[src/rtl/rtc_ts_capture.sv]
// rtc_ts_capture: samples an asynchronous event line, captures the RTC time on
// qualifying edges, removes the fixed capture-path latency (with seconds
// borrow), and queues the results in a show-ahead FIFO.
module rtc_ts_capture #(
  parameter int          DEPTH     = 16,
  parameter int          ADDR_W    = 4,
  parameter logic [37:0] TS_COMP   = 38'd768,
  parameter logic [37:0] TS_MODULO = 38'd256000000000
) (
  input  logic              clk,
  input  logic              rst,
  input  logic [37:0]       rtc_ns,
  input  logic [47:0]       rtc_sec,
  input  logic              event_in,
  input  logic              cap_en,
  input  logic [1:0]        edge_sel,
  input  logic              rd_en,
  input  logic              ovf_clr,
  output logic              ts_valid,
  output logic [37:0]       ts_ns,
  output logic [47:0]       ts_sec,
  output logic [ADDR_W:0]   ts_cnt,
  output logic              ts_ovf
);

  typedef struct packed {
    logic [47:0] sec;
    logic [37:0] ns;
  } ts_t;

  // Amount added when the compensation borrows one second; always fits in 38 bits.
  localparam logic [37:0]       BORROW_ADD = TS_MODULO - TS_COMP;
  localparam logic [ADDR_W:0]   FULL_CNT   = (ADDR_W+1)'(DEPTH);

  logic            sync0, ev_s, ev_d;
  logic            rise, fall, hit;
  logic [1:0]      vld_pipe;  // [0]=cap_vld (S3), [1]=comp_vld (S4)
  ts_t             cap, comp, head;
  ts_t             mem [DEPTH];
  logic [ADDR_W-1:0] wptr, rptr;
  logic [ADDR_W:0] cnt;
  logic            full, pop, push, drop, ovf;

  // Two-flop synchronizer plus previous-value register for edge detection.
  always_ff @(posedge clk) begin
    if (rst) begin
      sync0 <= 1'b0;
      ev_s  <= 1'b0;
      ev_d  <= 1'b0;
    end else begin
      sync0 <= event_in;
      ev_s  <= sync0;
      ev_d  <= ev_s;
    end
  end

  // Edge qualification against the selected polarity; 11 disables capture.
  always_comb begin
    rise = ev_s & ~ev_d;
    fall = ~ev_s & ev_d;
    hit  = 1'b0;
    unique case (edge_sel)
      2'b00:   hit = rise;
      2'b01:   hit = fall;
      2'b10:   hit = rise | fall;
      default: hit = 1'b0;
    endcase
    hit = hit & cap_en;
  end

  // Valid bits follow each capture through compensation into the FIFO write.
  always_ff @(posedge clk) begin
    if (rst) vld_pipe <= '0;
    else     vld_pipe <= {vld_pipe[0], hit};
  end

  // Capture RTC time on a qualifying edge (data path needs no reset).
  always_ff @(posedge clk) begin
    if (hit) cap <= '{sec: rtc_sec, ns: rtc_ns};
  end

  // Subtract the latency; borrow a second when the ns field would go negative.
  always_ff @(posedge clk) begin
    if (vld_pipe[0]) begin
      if (cap.ns >= TS_COMP) begin
        comp.ns  <= cap.ns - TS_COMP;
        comp.sec <= cap.sec;
      end else begin
        comp.ns  <= cap.ns + BORROW_ADD;
        comp.sec <= cap.sec - 48'd1;
      end
    end
  end

  // FIFO control: a pop frees the slot for a same-cycle write even when full.
  always_comb begin
    full = (cnt == FULL_CNT);
    pop  = rd_en & (cnt != '0);
    push = vld_pipe[1] & (~full | pop);
    drop = vld_pipe[1] & full & ~pop;
  end

  // FIFO storage write.
  always_ff @(posedge clk) begin
    if (push) mem[wptr] <= comp;
  end

  // Pointers and occupancy; pointers wrap naturally at DEPTH.
  always_ff @(posedge clk) begin
    if (rst) begin
      wptr <= '0;
      rptr <= '0;
      cnt  <= '0;
    end else begin
      if (push) wptr <= wptr + 1'b1;
      if (pop)  rptr <= rptr + 1'b1;
      unique case ({push, pop})
        2'b10:   cnt <= cnt + 1'b1;
        2'b01:   cnt <= cnt - 1'b1;
        default: cnt <= cnt;
      endcase
    end
  end

  // Sticky overflow; a new drop wins over a same-cycle clear.
  always_ff @(posedge clk) begin
    if (rst)          ovf <= 1'b0;
    else if (drop)    ovf <= 1'b1;
    else if (ovf_clr) ovf <= 1'b0;
  end

  // Show-ahead outputs, forced to zero while empty.
  always_comb begin
    head     = mem[rptr];
    ts_valid = (cnt != '0);
    ts_ns    = ts_valid ? head.ns  : '0;
    ts_sec   = ts_valid ? head.sec : '0;
    ts_cnt   = cnt;
    ts_ovf   = ovf;
  end

endmodule
[config.mk]
export PLATFORM = sky130hd
export DESIGN_NAME = rtc_ts_capture
export DESIGN_NICKNAME = d
export VERILOG_FILES = /design/src/rtl/rtc_ts_capture.sv
export SDC_FILE = /design/constraint.sdc
export NUM_CORES = 1
export LEC_CHECK = 0
export CORE_MARGIN = 2
export CORE_UTILIZATION = 39
export DETAILED_ROUTE_END_ITERATION = 6
export GPL_ROUTABILITY_DRIVEN = 1
export HOLD_SLACK_MARGIN = 0.15
export PLACE_DENSITY = 0.55
export SLEW_MARGIN = 25
export SYNTH_ARGS = -nofsm -noshare
export SYNTH_HDL_FRONTEND = slang
export SYNTH_SLANG_ARGS = --single-unit
[constraint.sdc]
create_clock -name clk -period 8.6 [get_ports clk]
set_clock_uncertainty 0.15 [all_clocks]
set_input_delay 1.72 -clock clk [delete_from_list [all_inputs] [get_ports clk]]
set_output_delay 1.72 -clock clk [all_outputs]
set_load 0.005 [all_outputs]
==> summary.md <==
| Metric | Value |
|---|---|
| Outcome | complete, no violations |
| Yosys warns | 0 |
| Async set-reset flop share out of synthesis | 0% |
| Initial antenna violation count | 14 |
| Storage element area | 47,000 sq um |
| Setup TNS | 0 ns |
| Fin Hold WS | 0.270 ns |
| Filler cells | 12,400 |
| Vias in the first global route | 28,500 |
| Routed wire per std cell | 28.9 microns |
| Post-synth EDFFs | 1,548 |
| H-tree depth | 4 |
| Dpl ws | 3.30 ns |
| Rel. slew slack | 36.7% |
| Syn avg cell area | 23.5 sq um |
| CTS Hold Bufs | 0 |
| Share of cells above drive strength 1 | 24.5% |
| Slew Limit Fails | 0 |
| Final hold violations | 0 |
| Max Clk Rate | 166 MHz |
| Synth area leaders | edfxtp_1 78%, mux4_2 16%, and2_1 0.93%, xnor2_1 0.79%, dfxtp_1 0.77% |
| Most common cell after layout, fill and taps aside | edfxtp_1 |
| Static Leak | 20.8 nW |
| Top FF cell, synth | edfxtp_1 |
| Multi-input gate area | 12,600 sq um |
| Seq cells post-synth | 1,571 |
| DRT iter0 DRCs | 2,603 |
| Nets | 2,926 |
| CTS clock-pin slew for the worst setup and hold paths | 0.06 ns |
| Initial core utilization | 39.4% |
| Unrepaired setup endpoints after global routing | false |
| Gr usage total | 18.4% |
| Post-synthesis sequential area ratio | 78.3% |
| Post-cts gate resize count | 0 |
| Die Y | 396 microns |
| CP required | 6.73 ns |
| Die area | 157,000 sq um |
| Number of CTS-inserted buffers | 164 |
| Die W | 396 microns |
| Via count | 27,400 |
| Total congestion overflow | 0 |
| Cell Rows | 143 |
| Global placement routability congestion | 0.730 |
| CTS tree | built |
| Drt pass-1 iters | 5 |
| Routed Wire Length | 144,000 microns |
| First-pass GRT wire length | 206,000 microns |
| Area grow syn2layout | 16.6% |
| Fin util | 45.9% |
| Largest area contributor in the netlist | edfxtp_1 |
| Port Buffers | 186 |
| Crit Path Class | flop to primary output |
| Most frequent cells in the layout | 1,548 x edfxtp_1, 430 x mux4_2, 186 x clkdlybuf4s50_1 |
| Residual DRC | 0 |
| IO Pins | 187 |
| Pin count of the biggest net entering global routing | 135 |
| Crit path time final | 6.01 ns |
| Crit path DAT | 4.14 ns |
| Syn_nets | 2,656 |
| Detail Route Antenna Nets | 0 |
| Maxcap violations | 0 |
| Total Power | 0.0188 W |
| Clk sink count | 1,571 |
| Post-Syn Instances | 2,549 |
| Root buffer cell | clkbuf_16 |
| Peak supply drop | 0.231 mV |
| Worst-Skew Late Latency | 0.78 ns |
| Crit share post-route | 69.9% |
| Vias/cell | 5.49 |
| Distinct cells, synth | 54 |
| Max clock buf depth | 3 |
| Setup ws final | 2.59 ns |
| Core Area | 152,000 sq um |
| Final setup fails | 0 |
| Power Dens Cells | 269 nW/um^2 |
| Synth top area share | 77.6% |
| Worst setup EP type | primary output |
| Setup repair bufs after CTS | 0 |
| Min-Delay Path Class | flop to flop |
| CP max FO | 134 |
| Post-Synthesis Cell Area | 59,900 sq um |
| Least-Margin Pin Slew | 0.950 ns |
| Critical Path Source Type | flop |
| Dpl hpwl | 68,500 microns |
-- path summary, 6_finish.rpt --
path	startpoint	cells after the start	slack, ns	to
max reg2reg	cap[38]	8	5.04	comp[64]
max	flop	5	2.59	ts_sec[28]
min reg2reg	cap[6]	0	0.27	comp[6]
min	cap[6]	0	0.27	comp[6]
-- cell type report --
cell class              instances  share of cell area, %
clock buffers                 205                   6.09
multi-input cells             842                   18.1
inverters                      14                 0.0752
flip-flops and latches       1571                   67.2
well taps                    2030                   3.63
repair buffers                226                   3.54
diodes                          3                 0.0107
clock inverters                88                   1.37
-- worst max-delay path: stages (launching register included) --
cell             delay [ns]
dfxtp_4                0.86
buf_12                 0.70
mux4_2                 0.42
mux4_2                 0.47
and2_1                 0.24
clkdlybuf4s50_1        0.49
-- registers in the layout, indices dropped and copies added (netlist names), named ones only --
name and count:
cap 86, comp 86, ev_d 1, ev_s 1, mem 1376, rptr 4, sync0 1, ts_cnt 5
ts_ovf 1, vld_pipe 2, wptr 4
-- synthesized netlist by cell type (2+ instances only) --
| cell type | instances |
|---|---|
| buf_2 | 2 |
| mux2_2 | 2 |
| nor2b_1 | 4 |
| nor2_1 | 55 |
| or4_1 | 6 |
| buf_6 | 2 |
| clkbuf_1 | 94 |
| or3_1 | 9 |
| mux2i_1 | 4 |
| nor4b_1 | 5 |
| edfxtp_1 | 1548 |
| ha_1 | 12 |
| mux4_2 | 430 |
| a21oi_1 | 8 |
| a211oi_1 | 2 |
| buf_1 | 23 |
| xor2_1 | 24 |
| dfxtp_1 | 23 |
| inv_1 | 14 |
| a21o_1 | 3 |
| nand2b_1 | 6 |
| nand3_1 | 14 |
| xnor2_1 | 54 |
| o21ai_0 | 3 |
| nand2_1 | 25 |
| nand3b_1 | 4 |
| nor3_1 | 21 |
| nor4_1 | 16 |
| and2_1 | 89 |
| or4_4 | 2 |
| nand4_1 | 13 |
| nor3b_1 | 2 |
| nand4b_1 | 9 |
-- power breakdown --
group	internal (W)	switching [W]	total [W]	leakage [nW]
Combinational	0.00198	0.00158	0.00356	4.22
Sequential	0.00835	0.0000817	0.00843	14.1
Clock	0.00390	0.00291	0.00682	2.52
-- kinds of logic (layout without fill, tap and decap cells) --
family	after synthesis	count (layout)	synth area share [%]
flops	1571	1571	78.3
mux	436	436	16.3
simple gates	287	287	2.76
buf+inv	136	533	0.887
xor+xnor	79	79	1.17
compound gates	27	27	0.319
fa+ha+maj	13	13	0.284
other cells	0	3	0
-- metrics by stage --
step                instance area, sq um  instances
detailed placement                 64600       4681
CTS                                69800       4974
finish                             69900       4979
global route                       69900       4976
floorplan                          60000       2549
global placement                   64600       4680
-- metal layers --
metal  vias to the layer above  GRT usage, %  routed length (microns)
met5                         -             0                       75
met4                        12          5.35                     3410
met3                       204          3.53                     8780
met2                       864          30.5                    71600
met1                     14900          24.9                    60100
li1                      11400             -                        -
No activity file was read; power rests on OpenSTA's default activity.
